==> config.mk <==
export PLATFORM = sky130hd
export DESIGN_NAME = mc_datamem_ctrl
export DESIGN_NICKNAME = d
export VERILOG_FILES = /design/src/rtl/mc_mem_pkg.sv /design/src/rtl/mc_load_align.sv /design/src/rtl/mc_datamem_ctrl.sv
export SDC_FILE = /design/constraint.sdc
export NUM_CORES = 2
export LEC_CHECK = 0
export CAP_MARGIN = 5
export CORE_MARGIN = 10
export CORE_UTILIZATION = 28
export CTS_CLUSTER_DIAMETER = 30
export DETAILED_ROUTE_END_ITERATION = 6
export PLACE_DENSITY_LB_ADDON = 0.05
export SYNTH_ARGS = -nofsm -noshare
export SYNTH_HDL_FRONTEND = slang
export SYNTH_SLANG_ARGS = --single-unit
export TNS_END_PERCENT = 20
==> constraint.sdc <==
create_clock -name clk -period 2.9 [get_ports clk]
set_input_delay 0.435 -clock clk [delete_from_list [all_inputs] [get_ports clk]]
set_output_delay 0.435 -clock clk [all_outputs]
set_load 0.03 [all_outputs]
==> src/rtl/mc_mem_pkg.sv <==
// Shared definitions for the multicycle CPU data memory.
//   SZ_*        : request size encodings (2'b11 is illegal)
//   state_e     : controller FSM states
//   access_err  : flags illegal size, misalignment or an address beyond the memory depth
package mc_mem_pkg;

  localparam logic [1:0] SZ_BYTE = 2'b00;
  localparam logic [1:0] SZ_HALF = 2'b01;
  localparam logic [1:0] SZ_WORD = 2'b10;

  typedef enum logic [1:0] {
    ST_IDLE,
    ST_WAIT,
    ST_RESP
  } state_e;

  // Accesses are naturally aligned, so checking the first byte's upper address bits
  // is enough to keep every byte of the access inside the array.
  function automatic logic access_err(input logic [1:0]  size,
                                      input logic [31:0] addr,
                                      input int unsigned addr_w);
    logic        err;
    logic [31:0] hi;
    hi = (addr_w >= 32) ? 32'd0 : (addr >> addr_w);
    case (size)
      SZ_BYTE: err = 1'b0;
      SZ_HALF: err = addr[0];
      SZ_WORD: err = |addr[1:0];
      default: err = 1'b1;
    endcase
    if (hi != 32'd0) begin
      err = 1'b1;
    end
    return err;
  endfunction

endpackage

==> src/rtl/mc_load_align.sv <==
// Load data formatter: turns four raw little-endian bytes into a 32-bit load value.
//   raw_i  : bytes mem[a+3..a] packed as {b3,b2,b1,b0}
//   size_i : SZ_BYTE / SZ_HALF / SZ_WORD
//   sign_i : 1 = sign-extend sub-word loads, 0 = zero-extend
//   data_o : extended load value
module mc_load_align
  import mc_mem_pkg::*;
(
  input  logic [31:0] raw_i,
  input  logic [1:0]  size_i,
  input  logic        sign_i,
  output logic [31:0] data_o
);

  always_comb begin
    data_o = raw_i;
    case (size_i)
      SZ_BYTE: data_o = {{24{sign_i & raw_i[7]}}, raw_i[7:0]};
      SZ_HALF: data_o = {{16{sign_i & raw_i[15]}}, raw_i[15:0]};
      default: data_o = raw_i;
    endcase
  end

endmodule

==> src/rtl/mc_datamem_ctrl.sv <==
// Byte-addressed little-endian data memory with a valid/ready request port and a
// fixed-latency response pulse.
//   clk, rst                : clock, asynchronous active-high reset
//   req_valid / req_ready   : request handshake (accept = valid & ready at a rising edge)
//   req_we, req_size        : store/load, byte/half/word
//   req_signed              : sign-extend sub-word loads
//   req_addr, req_wdata     : byte address, store data (low bits for sub-word)
//   rsp_valid               : one-cycle pulse LAT edges after acceptance
//   rsp_rdata, rsp_err      : load data (0 for stores/errors), error flag; held between pulses
module mc_datamem_ctrl
  import mc_mem_pkg::*;
#(
  parameter int unsigned ADDR_W = 6,
  parameter int unsigned LAT    = 1
) (
  input  logic        clk,
  input  logic        rst,
  input  logic        req_valid,
  output logic        req_ready,
  input  logic        req_we,
  input  logic [1:0]  req_size,
  input  logic        req_signed,
  input  logic [31:0] req_addr,
  input  logic [31:0] req_wdata,
  output logic        rsp_valid,
  output logic [31:0] rsp_rdata,
  output logic        rsp_err
);

  localparam int unsigned Depth = 2 ** ADDR_W;
  localparam int unsigned CntW  = 3;  // holds LAT-1 for LAT up to 8

  logic [7:0] mem [0:Depth-1];

  state_e            state_q, state_d;
  logic [CntW-1:0]   cnt_q, cnt_d;
  logic              ready_q;
  logic [31:0]       pend_rdata_q, rsp_rdata_q;
  logic              pend_err_q, rsp_err_q;

  logic              accept;
  logic              acc_err;
  logic [ADDR_W-1:0] idx;
  logic [31:0]       raw;
  logic [31:0]       ld_data;
  logic [31:0]       new_rdata;
  logic [2:0]        nbytes;

  assign accept  = req_valid & ready_q;
  assign acc_err = access_err(req_size, req_addr, ADDR_W);
  assign idx     = req_addr[ADDR_W-1:0];

  // Indices wrap within the array; a wrapped byte only ever belongs to an errored access.
  always_comb begin
    raw = '0;
    for (int i = 0; i < 4; i++) begin
      raw[8*i +: 8] = mem[idx + ADDR_W'(i)];
    end
  end

  mc_load_align u_load_align (
    .raw_i  (raw),
    .size_i (req_size),
    .sign_i (req_signed),
    .data_o (ld_data)
  );

  assign new_rdata = (acc_err || req_we) ? 32'd0 : ld_data;

  always_comb begin
    case (req_size)
      SZ_BYTE: nbytes = 3'd1;
      SZ_HALF: nbytes = 3'd2;
      default: nbytes = 3'd4;
    endcase
  end

  // Stores commit at the accepting edge; the array is deliberately not reset.
  always_ff @(posedge clk) begin
    if (accept && req_we && !acc_err) begin
      for (int i = 0; i < 4; i++) begin
        if (3'(i) < nbytes) begin
          mem[idx + ADDR_W'(i)] <= req_wdata[8*i +: 8];
        end
      end
    end
  end

  always_comb begin
    state_d = state_q;
    cnt_d   = cnt_q;
    unique case (state_q)
      ST_IDLE, ST_RESP: begin
        state_d = ST_IDLE;
        if (accept) begin
          if (LAT <= 1) begin
            state_d = ST_RESP;
          end else begin
            state_d = ST_WAIT;
            cnt_d   = CntW'(LAT - 1);
          end
        end
      end
      ST_WAIT: begin
        if (cnt_q <= 1) begin
          state_d = ST_RESP;
          cnt_d   = '0;
        end else begin
          cnt_d = cnt_q - 1'b1;
        end
      end
      default: state_d = ST_IDLE;
    endcase
  end

  always_ff @(posedge clk or posedge rst) begin
    if (rst) begin
      state_q      <= ST_IDLE;
      cnt_q        <= '0;
      ready_q      <= 1'b0;
      pend_rdata_q <= '0;
      pend_err_q   <= 1'b0;
      rsp_rdata_q  <= '0;
      rsp_err_q    <= 1'b0;
    end else begin
      state_q <= state_d;
      cnt_q   <= cnt_d;
      // Registered so ready stays low during reset and rises the cycle after release.
      ready_q <= (state_d == ST_IDLE) || (state_d == ST_RESP);
      if (accept) begin
        pend_rdata_q <= new_rdata;
        pend_err_q   <= acc_err;
      end
      if (state_d == ST_RESP) begin
        // Entering RESP on an accept only happens with LAT==1: bypass the holding register.
        if (accept) begin
          rsp_rdata_q <= new_rdata;
          rsp_err_q   <= acc_err;
        end else begin
          rsp_rdata_q <= pend_rdata_q;
          rsp_err_q   <= pend_err_q;
        end
      end
    end
  end

  assign req_ready = ready_q;
  assign rsp_valid = (state_q == ST_RESP);
  assign rsp_rdata = rsp_rdata_q;
  assign rsp_err   = rsp_err_q;

endmodule

# After elaboration in Yosys (flattened, before gate mapping)
# Memory sizes are Yosys's and may differ from the RTL's.
# Cells that the tools add are included.
[word_totals]
ram_bits = 512
input_bits = 71
out_inout_bits = 35
ff_bits = 72
n_memories = 1
word_cells = 59
[op_classes]
addsub = 4
magnitude_cmp = 5
mux = 23
reduce_logical = 11
bitwise_logic = 3
eq_ne = 5
[mem_list]
columns = ["name", "words", "word_bits", "rd", "rd_clocked_by_memory_dff", "write_ports", "line", "rtl"]
rows = [
  ["mem", 64, 8, 4, 0, 4, "mc_datamem_ctrl.sv:33", "logic [7:0] mem [0:Depth-1];"],
]
[ops]
columns = ["op", "n"]
rows = [
  ["$mux 32", 2],
  ["$pmux 32 s2", 1],
  ["$reduce_bool 32->1", 1],
  ["$mux 1", 14],
  ["$add 6x2->6 const B", 2],
  ["$add 6x1->6 const B", 1],
  ["$eq 2x2->1 const B", 3],
  ["$logic_not 2->1", 3],
  ["$lt 1x3->1 const A", 2],
  ["$lt 2x3->1 const A", 2],
  ["$pmux 3 s2", 1],
  ["$eq 2x1->1 const B", 2],
  ["$mux 2", 2],
  ["$pmux 2 s2", 1],
  ["$reduce_or 2->1", 2],
  ["$and 1x1->1", 3],
  ["$le 3x1->1 const B", 1],
  ["$mux 3", 1],
  ["$pmux 1 s3", 1],
  ["$sub 3x1->3 const B", 1],
  ["$logic_and 1x1->1", 2],
  ["$logic_or 1x1->1", 2],
  ["$logic_not 1->1", 1],
]

# Longest topological paths before layout
[depth]
depth_word = 7
mapped_depth = 19
depth_no_buf = 10

# By module
# Synthesis repeated with hierarchy kept, for this count alone.
[unflattened]
hier_cells = 5725
area_unflattened_um2 = 54591.1
[modules_own_cells]
columns = ["module", "n_inst", "cells_each", "area_each_um2", "seq_area_each_um2"]
rows = [
  ["mc_datamem_ctrl", 1, 5659, 54205.7, 17176.5],
  ["mc_load_align", 1, 66, 385.4, 0.0],
]

# Worst setup path before layout
# No wires, ideal clock.
[synth_timing]
path_kind = "input -> register"
startpoint = "in req_addr[1]"
endpoint = "mem mem[1][0] (enable)"
n_path_buf = 9
setup_slack_ns = -1.869
t_arrival_ns = 4.438
cell_stages = 16
setup_time_ns = 0.331
required_ns = 2.569
path_cell_list = "buf_2 buf_4 buf_2 buf_2 buf_2 inv_1 ha_1 clkbuf_1 buf_2 buf_2 buf_1 nand2_1 nor4_2 nand2_1 nand2_1 a221o_1"
[synth_rtl]
columns = ["element", "line", "rtl"]
rows = [
  ["start: declaration", "mc_datamem_ctrl.sv:23", "input logic [31:0] req_addr,"],
  ["end: declaration", "mc_datamem_ctrl.sv:33", ""],
]

# Final worst setup path
[layout_timing]
startpoint = "in req_addr[1]"
endpoint = "reg rsp_rdata_q[25], in the netlist rsp_rdata[25]"
[layout_between]
elab_chain_cells = 6
word_cells_on_any_way = 12
cone_classes = "2 x add/sub; 5 x mux; 2 x bitwise; 2 x reduce/logical; 1 x memory"
[layout_rtl]
columns = ["element", "line", "rtl"]
rows = [
  ["$add 6x1->6 / $reduce_or 2->1 (equally long branches)", "mc_datamem_ctrl.sv:57, mc_mem_pkg.sv:28", ""],
  ["$mem_v2 64x8 / $pmux 1 s3 (equally long branches)", "n/a", ""],
  ["$and 1x1->1 / $mux 1 (equally long branches)", "mc_load_align.sv:19, mc_mem_pkg.sv:31", ""],
  ["$pmux 32 s2 / $logic_or 1x1->1 (equally long branches)", "mc_load_align.sv:17, mc_datamem_ctrl.sv:68", ""],
  ["$mux 32 *", "mc_datamem_ctrl.sv:68", "assign new_rdata = (acc_err || req_we) ? 32'd0 : ld_data;"],
  ["$mux 32 *", "n/a", ""],
  ["end signal: assignment", "mc_datamem_ctrl.sv:137", "rsp_rdata_q <= new_rdata;"],
  ["end signal: assignment", "mc_datamem_ctrl.sv:140", "rsp_rdata_q <= pend_rdata_q;"],
  ["end: declaration", "mc_datamem_ctrl.sv:38", "logic [31:0] pend_rdata_q, rsp_rdata_q;"],
]
# Mark *: on every way between the ends. The rest lies on a longest branch, timed or not.
# A chain may end at the register's enable or synchronous reset.

==> run summary <==
nets@finish - 6,394
met2 Usage GRT - 51.2%
vias in the first global route - 54,900
Layout area overhead - 43.3%
Die Wd - 460 um
Wirelength per Cell - 43.0 um
Initial Util - 28.2%
core area - 0.193 mm2
busiest grt layer - met2
final setup TNS - -0.0147 ns
static leakage power - 31.6 nW
Sink Count - 584
Post-synth top cells - mux2i_1 (585), mux4_2 (517), edfxtp_1 (512)
Non-Filler Instances - 9,027
Slew HR - 24.4%
Synth Net Count - 5,369
Pint - 27.4 mW
# IOs - 106
placed cells - 8,603
logic gate share of total power - 20.6%
Max Transition Viols Final - 0
via count - 57,600
drt first-iter violations - 8,532
Root Driver - clkbuf_16
hold crit path type - primary input to flip-flop
kind of critical path - primary input to flip-flop
Crit Path Max Fanout - 15
Power per Cell Area - 508 mW/mm2
Data required, critical path - 3.70 ns
most numerous cell in the Yosys netlist - mux2i_1
Initial DRT Pass Iterations - 6
synthesized area per cell - 10.3 um2
Place WS - -1.50 ns
ys flop type - edfxtp_1
Cell Rows - 161
Crit. End Element - flip-flop
number of max-cap violations - 0
Post-DP HPWL - 294,000 um
routing usage on met3 - 9.91%
die area - 0.212 mm2
period utilisation layout - 101%
sequential power share - 23.3%
Routed WL - 388,000 um
Final Critical Period - 2.91 ns
leading area contributor after synthesis - edfxtp_1
top cells by area, synth - edfxtp_1 (28%), mux4_2 (21%), mux2i_1 (11%)
Distinct cells, synth - 73
worst slew pin tran - 1.13 ns
met1 GRT Util - 49.0%
Psw - 12.1 mW
Synth async-reset ratio - 12.3%
FILL cells - 18,800
most used cell, CP - buf_4
post-synth top area share - 28.4%
die height - 460 um
cell-by-cell trace of the critical path - buf_8 > inv_8 > ha_4 > buf_4 > nor3b_1 > mux2_2 > a211oi_1 > buf_4 > nor2_1 > o21ai_0 > o21ai_0 > and3_1 > buf_4 > o31ai_1
final hold violation count - 0
Critical Path AT - 3.72 ns
layout cells sized above 1 - 37.5%
switching share of power - 30.5%
Synth Instances - 5,289
DR DRC count - 0
Final Wtd Congestion - 1.04
status - finished with violations
RSZ-0062 raised after global routing - yes
largest net degree at the start of global routing - 65
Final ANT Viol Nets - 0
#FFs+latches synth - 584
CP max stage cell - ha_4
Max H-tree Level - 4
first-pass GRT wire length - 514,000 um
clk slew on worst S/H paths - 0.04 ns
Clock Path Buffers - 3
Final WS setup - -0.0147 ns
number of synthesized flops with an enable pin - 512
Skew-Pair Late Insertion Delay - 0.90 ns
clk_skew - 0.0674 ns
global route overflow - 0
failing checks - setup timing
initial antenna violation count - 34
Synth Cell Area - 0.0542 mm2
DR vias/cell - 6.38
CP Launch Type - primary input
CTS tree - done
peak supply drop - 0.605 mV
Highest Clock Rate - 343 MHz
TritonCTS Buffers - 207
clock share of power - 56.1%
post-synthesis sequential area ratio - 31.7%
Port-buffer cells - 105
Total GRT Usage - 35.5%
Synth warnings - 0
CP max stage delay - 0.45 ns
Setup violations, final - 1
==> through the flow <==
stage | area [um2] | utilization [%] | hold WS (ns) | power [mW]
finish | 77700 | 40.4 | 0.125 | 39.5
global route | 77700 | 40.3 | 0.171 | 40.2
CTS | 77400 | 40.2 | 0.101 | 39.3
detailed placement | 70100 | 36.4 | 0.455 | 17.1
global placement | 70100 | 36.4 | 0.444 | 17.2
floorplan | 55500 | - | 0.433 | 12.9
==> layer usage <==
layer	share of wire, %	wire [um]
met1	42	162000
met2	42	162000
met3	11	43100
met4	5.4	21000
met5	0.049	192
==> path summary, 6_finish.rpt <==
check                                      start          endpoint  slack (ns)  cells past startpoint
worst min-delay path               req_wdata[18]        mem[14][2]        0.12                      4
worst max register to register         req_ready        mem[25][7]        0.06                     12
worst min register to register  pend_rdata_q[31]  pend_rdata_q[31]        0.46                      2
worst max-delay path                 req_addr[1]     rsp_rdata[25]       -0.01                     14
min in group asynchronous                    rst     rsp_rdata[18]        0.48                      3
max in group asynchronous                    rst  pend_rdata_q[13]        1.77                      4
==> state kept, by name, indices dropped and copies added (netlist names) <==
register,cells
state_q,2
pend_err_q,1
cnt_q,3
pend_rdata_q,32
rsp_rdata,32
rsp_err,1
mem,512
req_ready,1
==> what timing repair did <==
action	CTS	global route
buffers inserted	18	8
cloned	0	0
pin swaps	13	18
hold buffers	2	0
setup endpoints to repair	997	733
hold endpoints to repair	32	0
gates resized for setup	51	69
==> cells by family (layout without fill, tap and decap cells) <==
group                      count (synthesis)  in the layout  synth area share (%)
xor gates and xnor gates                  20             20                 0.323
buffers and inverters                    561           1766                  4.43
other                                      0              7                     0
and+or+nand+nor                         1218           1218                  10.3
adders and majority gates                  9              9                 0.208
DFF                                      584            584                  31.7
AOI/OAI and AO/OA                       1769           1769                  20.2
muxes                                   1128           1128                  32.8
==> critical path: cells and delay by family <==
family | cells | cell delay [ns]
muxes | 1 | 0.27
AOI/OAI and AO/OA | 4 | 1.16
adders and majority gates | 1 | 0.45
buffers and inverters | 5 | 0.99
and+or+nand+nor | 3 | 0.38
==> area by class of cell <==
class / instances / area, um2 / share of cell area, %
Inverter: 14 / 66.3 / 0.0853
Clock buffer: 255 / 5610 / 7.22
Antenna cell: 7 / 17.5 / 0.0225
Timing Repair Buffer: 1363 / 14100 / 18.2
Clock inverter: 134 / 1350 / 1.74
Sequential cell: 584 / 17200 / 22.1
Multi-Input combinational cell: 4144 / 36200 / 46.6
Tap cell: 2526 / 3160 / 4.07
==> placed cells by master (no fill, tap or decap), drive strengths merged, types with 14 or more instances in the layout <==
master and instances:
and3 30, a221o 45, clkbuf 255, o2111ai 30, o21ai 490, mux4 517, a21oi 494, a21o 456
nor4 19, nor2 384, edfxtp 512, nand4 33, a211oi 20, dfrtp 72, o22ai 40, and2 14
bufinv 19, o211ai 38, mux2i 585, nand3 108, clkdlybuf4s50 66, clkinv 101, a31oi 25, mux2 26
nor3 79, nand2 501, o31ai 25, a22oi 60, buf 1292, inv 17
==> power by group through the flow <==
stage	clock network, mW	logic [mW]	registers, mW
after floorplan	0	3.51	9.37
after global placement	0	7.82	9.34
after detailed placement	0	7.79	9.34
after CTS	22.3	7.84	9.21
after global routing	22.8	8.20	9.20
final	22.1	8.13	9.21
No activity file was read; power rests on OpenSTA's default activity.
